<file path="src/rtl/prog_delay_line_if.sv">
// Stream, configuration and status signals of the programmable delay line.
// The master side drives samples and configuration. The slave side (the delay
// line) returns the delayed stream and its status.
interface prog_delay_line_if #(
    parameter int WIDTH     = 8,
    parameter int MAX_DELAY = 16,
    parameter int AW        = $clog2(MAX_DELAY)
) ();
    logic             in_valid;
    logic [WIDTH-1:0] in_data;
    logic             cfg_load;
    logic [AW:0]      cfg_delay;
    logic             flush;
    logic             out_valid;
    logic [WIDTH-1:0] out_data;
    logic [AW:0]      cur_delay;
    logic [AW:0]      occupancy;
    logic             cfg_err;

    modport master (
        output in_valid,
        output in_data,
        output cfg_load,
        output cfg_delay,
        output flush,
        input  out_valid,
        input  out_data,
        input  cur_delay,
        input  occupancy,
        input  cfg_err
    );

    modport slave (
        input  in_valid,
        input  in_data,
        input  cfg_load,
        input  cfg_delay,
        input  flush,
        output out_valid,
        output out_data,
        output cur_delay,
        output occupancy,
        output cfg_err
    );
endinterface

</file>
<file path="src/rtl/prog_delay_line.sv">
// Programmable delay line: delays a valid-tagged sample stream by 1..MAX_DELAY
// cycles. Storage is a circular buffer. The write pointer advances every cycle,
// so gaps in the stream are preserved. The read slot sits cur_delay entries
// behind the write pointer.
module prog_delay_line #(
    parameter int WIDTH         = 8,
    parameter int MAX_DELAY     = 16,
    parameter int DEFAULT_DELAY = 4,
    parameter int AW            = $clog2(MAX_DELAY)
) (
    input logic              clk,
    input logic              rst,
    prog_delay_line_if.slave bus
);
    localparam logic [AW:0] MAX_D = (AW+1)'(MAX_DELAY);
    localparam logic [AW:0] DEF_D = (AW+1)'(DEFAULT_DELAY);

    logic [WIDTH-1:0]     data_mem [MAX_DELAY];
    logic [MAX_DELAY-1:0] valid_bits;
    logic [MAX_DELAY-1:0] valid_next;
    logic [AW-1:0]        wr_ptr;
    logic [AW-1:0]        rd_idx;
    logic [AW:0]          delay_reg;
    logic [AW:0]          occ_reg;
    logic [AW:0]          occ_base;
    logic [AW:0]          occ_next;
    logic [WIDTH-1:0]     data_reg;
    logic                 valid_reg;
    logic                 err_reg;
    logic                 cfg_legal;
    logic                 cfg_apply;
    logic                 clear_all;
    logic                 rd_valid;

    // Decode configuration/flush, locate the read slot and form the next valid map and occupancy
    always_comb begin
        cfg_legal  = (bus.cfg_delay != '0) && (bus.cfg_delay <= MAX_D);
        cfg_apply  = bus.cfg_load && cfg_legal;
        clear_all  = cfg_apply || bus.flush;
        rd_idx     = wr_ptr - delay_reg[AW-1:0];
        rd_valid   = valid_bits[rd_idx] && !clear_all;
        valid_next = clear_all ? '0 : valid_bits;
        valid_next[wr_ptr] = bus.in_valid;
        occ_base   = clear_all ? '0 : occ_reg;
        occ_next   = occ_base + (AW+1)'(bus.in_valid) - (AW+1)'(rd_valid);
    end

    // Control state and registered outputs; a clear suppresses the sample leaving this cycle
    always_ff @(posedge clk or posedge rst) begin
        if (rst) begin
            wr_ptr     <= '0;
            valid_bits <= '0;
            delay_reg  <= DEF_D;
            occ_reg    <= '0;
            valid_reg  <= 1'b0;
            data_reg   <= '0;
            err_reg    <= 1'b0;
        end else begin
            wr_ptr     <= wr_ptr + AW'(1);
            valid_bits <= valid_next;
            occ_reg    <= occ_next;
            valid_reg  <= rd_valid;
            err_reg    <= bus.cfg_load && !cfg_legal;
            if (cfg_apply) begin
                delay_reg <= bus.cfg_delay;
            end
            if (rd_valid) begin
                data_reg <= data_mem[rd_idx];
            end
        end
    end

    // Data storage without reset; the read above sees the old word when D equals MAX_DELAY
    always_ff @(posedge clk) begin
        if (bus.in_valid) begin
            data_mem[wr_ptr] <= bus.in_data;
        end
    end

    assign bus.out_valid = valid_reg;
    assign bus.out_data  = data_reg;
    assign bus.cur_delay = delay_reg;
    assign bus.occupancy = occ_reg;
    assign bus.cfg_err   = err_reg;
endmodule

</file>
<file path="src/flat_wrapper.sv">
// flat-port wrapper written by rule: the top's interface ports become plain ports
module prog_delay_line_flat 
#(
    parameter int WIDTH         = 8,
    parameter int MAX_DELAY     = 16,
    parameter int DEFAULT_DELAY = 4,
    parameter int AW            = $clog2(MAX_DELAY)
)
  (clk, rst, bus_in_valid, bus_in_data, bus_cfg_load, bus_cfg_delay, bus_flush, bus_out_valid, bus_out_data, bus_cur_delay, bus_occupancy, bus_cfg_err);
  prog_delay_line_if #(.WIDTH(WIDTH), .MAX_DELAY(MAX_DELAY), .AW(AW)) bus_i ();
  input logic clk;
  input logic rst;
  input wire logic [$bits(bus_i.in_valid)-1:0] bus_in_valid;
  input wire logic [$bits(bus_i.in_data)-1:0] bus_in_data;
  input wire logic [$bits(bus_i.cfg_load)-1:0] bus_cfg_load;
  input wire logic [$bits(bus_i.cfg_delay)-1:0] bus_cfg_delay;
  input wire logic [$bits(bus_i.flush)-1:0] bus_flush;
  output wire logic [$bits(bus_i.out_valid)-1:0] bus_out_valid;
  output wire logic [$bits(bus_i.out_data)-1:0] bus_out_data;
  output wire logic [$bits(bus_i.cur_delay)-1:0] bus_cur_delay;
  output wire logic [$bits(bus_i.occupancy)-1:0] bus_occupancy;
  output wire logic [$bits(bus_i.cfg_err)-1:0] bus_cfg_err;
  assign bus_i.in_valid = bus_in_valid;
  assign bus_i.in_data = bus_in_data;
  assign bus_i.cfg_load = bus_cfg_load;
  assign bus_i.cfg_delay = bus_cfg_delay;
  assign bus_i.flush = bus_flush;
  assign bus_out_valid = bus_i.out_valid;
  assign bus_out_data = bus_i.out_data;
  assign bus_cur_delay = bus_i.cur_delay;
  assign bus_occupancy = bus_i.occupancy;
  assign bus_cfg_err = bus_i.cfg_err;
  prog_delay_line #(.WIDTH(WIDTH), .MAX_DELAY(MAX_DELAY), .DEFAULT_DELAY(DEFAULT_DELAY), .AW(AW)) u_core (.clk(clk), .rst(rst), .bus(bus_i));
endmodule
</file>
<file path="config.mk">
export PLATFORM = sky130hd
export DESIGN_NAME = prog_delay_line_flat
export DESIGN_NICKNAME = d
export VERILOG_FILES = /design/src/rtl/prog_delay_line_if.sv /design/src/rtl/prog_delay_line.sv /design/src/flat_wrapper.sv
export SDC_FILE = /design/constraint.sdc
export NUM_CORES = 1
export LEC_CHECK = 0
export BUFFER_PORTS_ARGS = -buffer_cell sky130_fd_sc_hd__buf_2
export CORE_ASPECT_RATIO = 0.5
export CORE_MARGIN = 2
export CORE_UTILIZATION = 43
export DETAILED_ROUTE_END_ITERATION = 10
export GPL_TIMING_DRIVEN = 1
export HOLD_SLACK_MARGIN = 0.12
export SETUP_SLACK_MARGIN = 0.1
export SLEW_MARGIN = 20
export SYNTH_ARGS = -nofsm -noshare
export SYNTH_HDL_FRONTEND = slang
export SYNTH_SLANG_ARGS = --single-unit
</file>
<file path="constraint.sdc">
create_clock -name clk -period 11.3 [get_ports clk]
set_input_delay 2.26 -clock clk [delete_from_list [all_inputs] [get_ports clk]]
set_output_delay 2.26 -clock clk [all_outputs]
set_load 0.02 [all_outputs]
</file>
==> key figures, run 1 <==
Run status
  – Status: complete, no violations

Worst setup path
  – CP startpoint kind: primary input
  – Critical path fanouts, max: 10
  – R2R depth: 15
  – Reg2reg setup slack: 6.49 ns
  – CP Capture Type: flop
  – Worst r2r src: u_core.wr_ptr[0]
  – CP Class: primary input to flop
  – Critical Path AT: 5.39 ns
  – Req. time, crit path: 11.64 ns
  – Reg-to-reg endpoint: u_core.bus.occupancy[4]

Yosys
  – Number of synthesized register bits: 168
  – Main area contributors after synthesis: edfxtp_1, dfrtp_1, mux4_2, mux2i_1, ha_1
  – Number of flops mapped to enable cells by yosys: 128
  – Share of the synthesized area in the top cell type: 0.552
  – Sequential area share after synthesis: 0.696
  – Synth Area in XOR/XNOR: 0.0140
  – Most used DFF post-synth: edfxtp_1
  – Adder-cell share of the synthesized area: 0.0273
  – Yosys top cell by area: edfxtp_1
  – Synth Net Count: 408
  – Syn avg cell area: 18.5 um2
  – Mapped cell area: 6970 um2
  – Simple-gate area share of the yosys netlist: 0.0392
  – Compound-Gate Fraction of Synth Area: 0.0293
  – Mux contribution to synthesized area: 0.179
  – Largest family of logic cells by synthesized area: multiplexers
  – Synth cell types: 31
  – Yosys Warn Count: 0
  – Ys async rst share: 0.238
  – Synthesized instance count: 376

Clocking
  – Post_cts resized: 0
  – Root buffer cell: clkbuf_16
  – Worst skew pair latency: 0.42 ns
  – Postcts setup bufs: 0
  – CTS sink cnt: 168
  – TritonCTS clock tree: yes
  – CTS buffer count: 17
  – Clock tree buffer depth: 2
  – CTS Hold Bufs: 0
  – H-tree depth: 4
  – Worst-path clk slew: 0.07 ns

Timing
  – RSZ-0062 raised after global routing: false
  – Max Slew Vio Count: 0
  – Final Hold Viols: 0
  – Peak Freq: 0.198 GHz
  – Final setup margin: 6.25 ns
  – Clock Skews: 0.0119 ns
  – Setup violations, final: 0
  – Slew Limit Headroom: 0.261
  – Final worst-path cycle share: 0.447
  – Hold slack: 0.513 ns
  – Final min period: 5.05 ns
  – Tightest Pin Transition: 1.10 ns
  – Setup tns final: 0 ns

Die
  – Initial core utilization: 0.446
  – Core area: 15,600 um2
  – Core Rows: 32
  – Die width: 184 um
  – Die Footprint: 17,300 um2
  – Chip height: 94.0 um
  – I/O Pins: 38

Final layout
  – Final Core Density: 0.508
  – Final std cells w/o fill: 637
  – Storage cell area: 4850 um2
  – Area grow syn2layout: 14.0%
  – Layout cell share with drive strength beyond 1: 0.330
  – ANT cells: 0
  – Net count, final: 452
  – Multi-input logic area: 2020 um2
  – Fill cells: 1,252

Power
  – NetSw: 407 uW
  – Internal: 1.15 mW
  – PD cells: 195 nW/um2
  – Net Sw Frac: 0.262
  – VDD IR max: 0.106 mV
  – Leak pwr: 2.93 nW
  – Sequential fraction of design power: 0.460
  – Clock Power Share: 0.364
  – Comb pwr share: 0.176

Routing
  – Avg Vias per Cell: 5.49
  – First drt pass iteration count: 5
  – Final wirelength: 14,000 um
  – Avg WL per Cell: 21.9 um
  – Drt drc: 0
  – Routed vias: 3,499
  – Initial DRC count: 332
  – Detail Route Antenna Nets: 0

Min path
  – Hold Crit Class: flop to flop
  – Hold path start: u_core.valid_bits[10]
  – Hold Crit Depth: 1
  – Hold Path Sink: u_core.valid_bits[10]

Global routing
  – Vias in the first global route: 3,817
  – First-pass GRT wire length: 21,700 um
  – Remaining global-route overflow: 0
  – Initial antenna violation count: 0
  – Largest net degree at the start of global routing: 41
  – Total Routing Usage GR: 0.176

Placed design
  – Hpwl dp: 8760 um
  – GP Congestion: 0.797
  – Dpl ws: 5.77 ns
  – Dpl cells: 605
  – PortBufs: 37

Flow run
  – Max_cap viols: 0
critical path, cell delays in order:
cell and delay [ns]:
buf_2 0.12, nor4_4 0.37, mux2i_1 0.26, a311oi_1 0.32, o21a_1 0.64, ha_1 0.24
inv_1 0.04, ha_1 0.20, fa_1 0.40, a21o_1 0.18, a21oi_1 0.20, xnor2_1 0.16
state kept, by name, summed over array words and instances, names as in the netlist:
| signal | flops |
|---|---|
| u_core.valid_bits | 16 |
| u_core.bus.out_data | 8 |
| u_core.wr_ptr | 4 |
| u_core.bus.cfg_err | 1 |
| u_core.bus.out_valid | 1 |
| u_core.bus.occupancy | 5 |
| u_core.data_mem | 128 |
| u_core.bus.cur_delay | 5 |
worst max-delay path by stage:
stage / from / to
after CTS: bus_cfg_delay[0] / u_core.bus.occupancy[4]
after detailed placement: bus_cfg_delay[0] / u_core.bus.occupancy[4]
after global routing: bus_cfg_delay[0] / u_core.bus.occupancy[4]
after global placement: bus_cfg_delay[0] / u_core.bus.occupancy[4]
final: bus_cfg_delay[0] / u_core.bus.occupancy[4]
after floorplan: bus_cfg_delay[0] / u_core.bus.occupancy[4]
synthesized netlist by cell type (5+ instances only):
cell type  count
edfxtp_1     128
dfrtp_1       39
mux4_2        36
mux2i_1       26
nand2_1       23
nor2_1        19
a31o_2        16
ha_1          12
inv_1         10
mux2_4         8
clkbuf_1       7
nand3_1        6
a21oi_1        5
buf_2          5
mux2_2         5
cell usage in the layout, fill, tap and decap left out, types with 3 or more instances in the layout:
cell type	n
clkinv_4	3
mux2_2	5
a31o_2	16
nor2_1	18
xor2_1	4
clkbuf_16	17
inv_1	9
ha_1	11
mux2_4	8
xnor2_1	4
mux4_2	36
a21o_1	3
nand3_1	6
mux2i_1	26
edfxtp_1	128
nand2_1	23
buf_4	3
inv_6	3
dfrtp_1	39
nand2b_1	4
clkinv_2	4
a21oi_1	5
buf_2	37
power groups by stage:
stage	sequential (mW)	combinational [mW]	clock, mW
2_1_floorplan	0.754	0.167	0
3_3_place_gp	0.726	0.269	0
3_5_place_dp	0.726	0.279	0
4_1_cts	0.714	0.280	0.575
5_1_grt	0.717	0.296	0.601
6_report	0.714	0.273	0.565
final cells by class:
cell class / count / share of cell area
well taps: 204 / 0.0321
clock inverters: 15 / 0.0191
repair buffers: 40 / 0.0262
multi-input cells: 183 / 0.254
clock buffers: 17 / 0.0536
inverters: 10 / 0.00473
flip-flops and latches: 168 / 0.610
routing by layer:
layer	wire length, um	vias to the layer above	track usage
li1	-	1551	-
met1	6070	1815	0.233
met2	6830	122	0.286
met3	933	11	0.0430
met4	145	0	0.0647
met5	0	-	0
logic make-up (layout without fill, tap and decap cells):
logic type               Yosys count  after routing
AO/OA/AOI/OAI                     26             26
XOR/XNOR                           9              9
adder cells (fa/ha/maj)           14             14
buffers and inverters             25             82
flip-flops                       168            168
multiplexers                      75             75
AND/OR/NAND/NOR                   59             59
through the flow:
stage	area (um2)	total power [mW]
final	7940	1.55
after global placement	7360	0.995
after CTS	7940	1.57
after detailed placement	7360	1.01
after floorplan	6970	0.922
after global routing	7940	1.61
Note: power is estimated with default switching activity, not from simulation.
==> run 2: changes to the inputs <==
--- a/config.mk
+++ b/config.mk
@@ -5,6 +5,7 @@
 export SDC_FILE = /design/constraint.sdc
 export NUM_CORES = 1
 export LEC_CHECK = 0
+export ABC_AREA = 1
 export BUFFER_PORTS_ARGS = -buffer_cell sky130_fd_sc_hd__buf_2
 export CORE_ASPECT_RATIO = 0.5
 export CORE_MARGIN = 2
==> constraint.sdc (replaced) <==
create_clock -name clk -period 4.4 [get_ports clk]
set_input_delay 0.88 -clock clk [delete_from_list [all_inputs] [get_ports clk]]
set_output_delay 0.88 -clock clk [all_outputs]
set_load 0.02 [all_outputs]
==> key figures, run 2 <==
Timing
  – Max Slew Vio Count: 0 (unchanged)
  – Tightest Pin Transition: 0.994 ns (-0.111 ns)
  – Slew Limit Headroom: 0.335 (+0.0740)
  – Final worst-path cycle share: 0.848
  – Final setup margin: 0.671 ns (-5.57 ns)
  – Setup violations, final: 0 (unchanged)
  – Peak Freq: 0.268 GHz
  – Final Hold Viols: 0 (unchanged)
  – Final min period: 3.73 ns
  – Clock Skews: 0.0109 ns (-0.00105 ns)
  – Setup tns final: 0 ns (unchanged)
  – RSZ-0062 raised after global routing: false

Routing
  – Final wirelength: 17,400 um (+25%)
  – Avg WL per Cell: 15.6 um (-29%)
  – Initial DRC count: 358 (+7.8%)
  – Routed vias: 5,444 (+56%)
  – Drt drc: 0 (unchanged)
  – Avg Vias per Cell: 4.87 (-11%)
  – Detail Route Antenna Nets: 0 (unchanged)
  – First drt pass iteration count: 4 (-1)

Power
  – VDD IR max: 0.264 mV (+150%)
  – NetSw: 1.19 mW (+190%)
  – Net Sw Frac: 0.295 (+0.0331)
  – Sequential fraction of design power: 0.449 (-0.011)
  – Comb pwr share: 0.187 (+0.011)
  – Clock Power Share: 0.364 (about the same)
  – PD cells: 460 nW/um2 (+140%)
  – Internal: 2.84 mW (+150%)
  – Leak pwr: 4.15 nW (+41%)

Worst setup path
  – Worst-path cell chain: inv_1 -> ha_2 -> inv_1 -> fa_1 -> xor2_2 -> nand3_2 -> nand3_1 -> nand3_4 -> inv_2 -> ha_1 -> inv_1 -> ha_1 -> fa_1 -> nand2_1 -> nand2_1 -> a21oi_1 -> xnor2_1
  – CP Capture Type: flop
  – Critical Path AT: 4.08 ns (-1.31 ns)
  – Crit path buf inv count: 4 (+2)
  – Req. time, crit path: 4.76 ns (-6.88 ns)
  – Critical-path top delay cell: xor2_2
  – CP peak stage delay: 0.68 ns (+0.04 ns)
  – CP startpoint kind: flop
  – CP Class: flop to flop
  – Largest delay contributor family on the critical path: adder cells
  – Critical path fanouts, max: 18 (+8)
  – Most Frequent Cell on Critical Path: inv_1

Flow run
  – Max_cap viols: 0 (unchanged)

Yosys
  – Synth Area in XOR/XNOR: 0.0109 (-0.00307)
  – Number of flops mapped to enable cells by yosys: 128 (unchanged)
  – Ys async rst share: 0.238 (unchanged)
  – Number of synthesized register bits: 168 (unchanged)
  – Mux contribution to synthesized area: 0 (-0.179)
  – Yosys Warn Count: 0 (unchanged)
  – Most common cell in the synthesized netlist: nand2_1
  – Adder-cell share of the synthesized area: 0.0245 (-0.00285)
  – Most used DFF post-synth: edfxtp_1
  – Yosys top cell by area: edfxtp_1
  – Main area contributors after synthesis: edfxtp_1, nand2_1, dfrtp_1, inv_1, nand3_1
  – Largest family of logic cells by synthesized area: simple AND/OR/NAND/NOR gates
  – Synth Net Count: 873 (+110%)
  – Share of the synthesized area in the top cell type: 0.494 (-0.0576)
  – Syn avg cell area: 9.25 um2 (-50%)
  – Simple-gate area share of the yosys netlist: 0.238 (+0.198)
  – Compound-Gate Fraction of Synth Area: 0.0158 (-0.0135)
  – Commonest cells in the netlist: nand2_1, inv_1, edfxtp_1, nand3_1, dfrtp_1
  – Mapped cell area: 7780 um2 (+12%)
  – Synthesized instance count: 841 (+120%)
  – Sequential area share after synthesis: 0.623 (-0.0726)
  – Synth cell types: 26 (-16%)

Global routing
  – Vias in the first global route: 5,154 (+35%)
  – First-pass GRT wire length: 27,700 um (+28%)
  – Total Routing Usage GR: 0.190 (+0.0140)
  – Largest net degree at the start of global routing: 65 (+59%)
  – Remaining global-route overflow: 0 (unchanged)
  – Initial antenna violation count: 0 (unchanged)

Clocking
  – CTS buffer count: 17 (unchanged)
  – Worst-path clk slew: 0.07 ns (about the same)
  – TritonCTS clock tree: yes
  – Clock tree buffer depth: 2 (unchanged)
  – Post_cts resized: 0 (unchanged)
  – CTS sink cnt: 168 (unchanged)
  – Postcts setup bufs: 0 (unchanged)
  – H-tree depth: 4 (unchanged)
  – Worst skew pair latency: 0.43 ns (about the same)
  – Root buffer cell: clkbuf_16
  – CTS Hold Bufs: 0 (unchanged)

Placed design
  – Placement Cell Area: 8180 um2 (+11%)
  – GP Congestion: 0.857 (+7.6%)
  – PortBufs: 37 (unchanged)
  – Hpwl dp: 11,400 um (+31%)
  – Dpl ws: 0.622 ns (-5.14 ns)

Final layout
  – Area grow syn2layout: 12.5%
  – Fill cells: 1,633 (+30%)
  – Layout cell share with drive strength beyond 1: 0.0994 (-0.231)
  – Reg with most FFs: u_core.data_mem
  – Net count, final: 905 (+100%)
  – Max reg flops: 128 (unchanged)
  – Commonest non-fill, non-tap cell in the layout: nand2_1
  – ANT cells: 0 (unchanged)
  – Final instance area: 8750 um2 (+10%)
  – Commonest non-fill, non-tap cells in the layout: nand2_1, inv_1, edfxtp_1, nand3_1, dfrtp_1

Die
  – I/O Pins: 38 (unchanged)
  – Chip height: 99.1 um (+5.4%)
  – Die width: 194 um (+5.5%)
  – Initial core utilization: 0.444 (-0.00233)
  – Core Rows: 34 (+6.3%)
  – Core area: 17,500 um2 (+12%)
  – Die Footprint: 19,200 um2 (+11%)

Run status
  – Status: complete, no violations

Min path
  – Hold Crit Class: flop to flop
run 2: path summary, 6_finish.rpt:
kind	from	endpoint	slack (ns)	cells after the start
setup / recovery	u_core.wr_ptr[0]	u_core.bus.occupancy[4]	0.67	17
hold / removal	u_core.bus.out_data[7]	u_core.bus.out_data[7]	0.48	2
setup reg to reg	u_core.wr_ptr[0]	u_core.bus.occupancy[4]	0.67	17
hold reg to reg	u_core.bus.out_data[7]	u_core.bus.out_data[7]	0.48	2
max in group asynchronous	rst	u_core.bus.cur_delay[2]	3.47	3
min in group asynchronous	rst	u_core.bus.cfg_err	0.57	3
run 2: cell type report:
cell class	instances	area (um2)	share of cell area
Clock buffer	17	425	0.0486
Clock inverter	14	148	0.0169
Inverter	144	541	0.0617
Multi-Input combinational cell	496	2250	0.257
Sequential cell	168	4850	0.554
Tap cell	234	293	0.0334
Timing Repair Buffer	46	253	0.0289
run 2: worst min-delay path: stages (launching register included):
cell and delay (ns):
dfrtp_1 0.34, nand2_1 0.05, nand2_1 0.06
run 2: cell families (layout without fill, tap and decap cells):
group | Yosys count | after routing
AO/OA/AOI/OAI | 24 | 24
flip-flops | 168 | 168
buffers and inverters | 177 | 221
adder cells (fa/ha/maj) | 14 | 14
AND/OR/NAND/NOR | 450 | 450
XOR/XNOR | 8 | 8
run 2: metal layers:
metal  global-route usage  vias to the layer above  routed length, um
met2                0.303                      130               7980
li1                     -                     2704                  -
met5                    0                        -                  0
met1                0.262                     2591               8220
met3               0.0370                       19                963
met4               0.0670                        0                251
run 2: power groups by stage:
stage	logic, mW	clock network (mW)	registers [mW]
floorplan	0.444	0	1.91
global placement	0.740	0	1.84
detailed placement	0.753	0	1.84
CTS	0.755	1.49	1.81
global route	0.844	1.55	1.82
finish	0.752	1.47	1.81
run 2: metrics by stage:
step                      cells  power, mW   util  hold WS, ns
after global placement     1088       2.58  0.467        0.466
final                      1119       4.03  0.499        0.481
after floorplan             841       2.35      -        0.478
after detailed placement   1088       2.59  0.467        0.471
after global routing       1119       4.21  0.499        0.511
after CTS                  1119       4.05  0.499        0.486
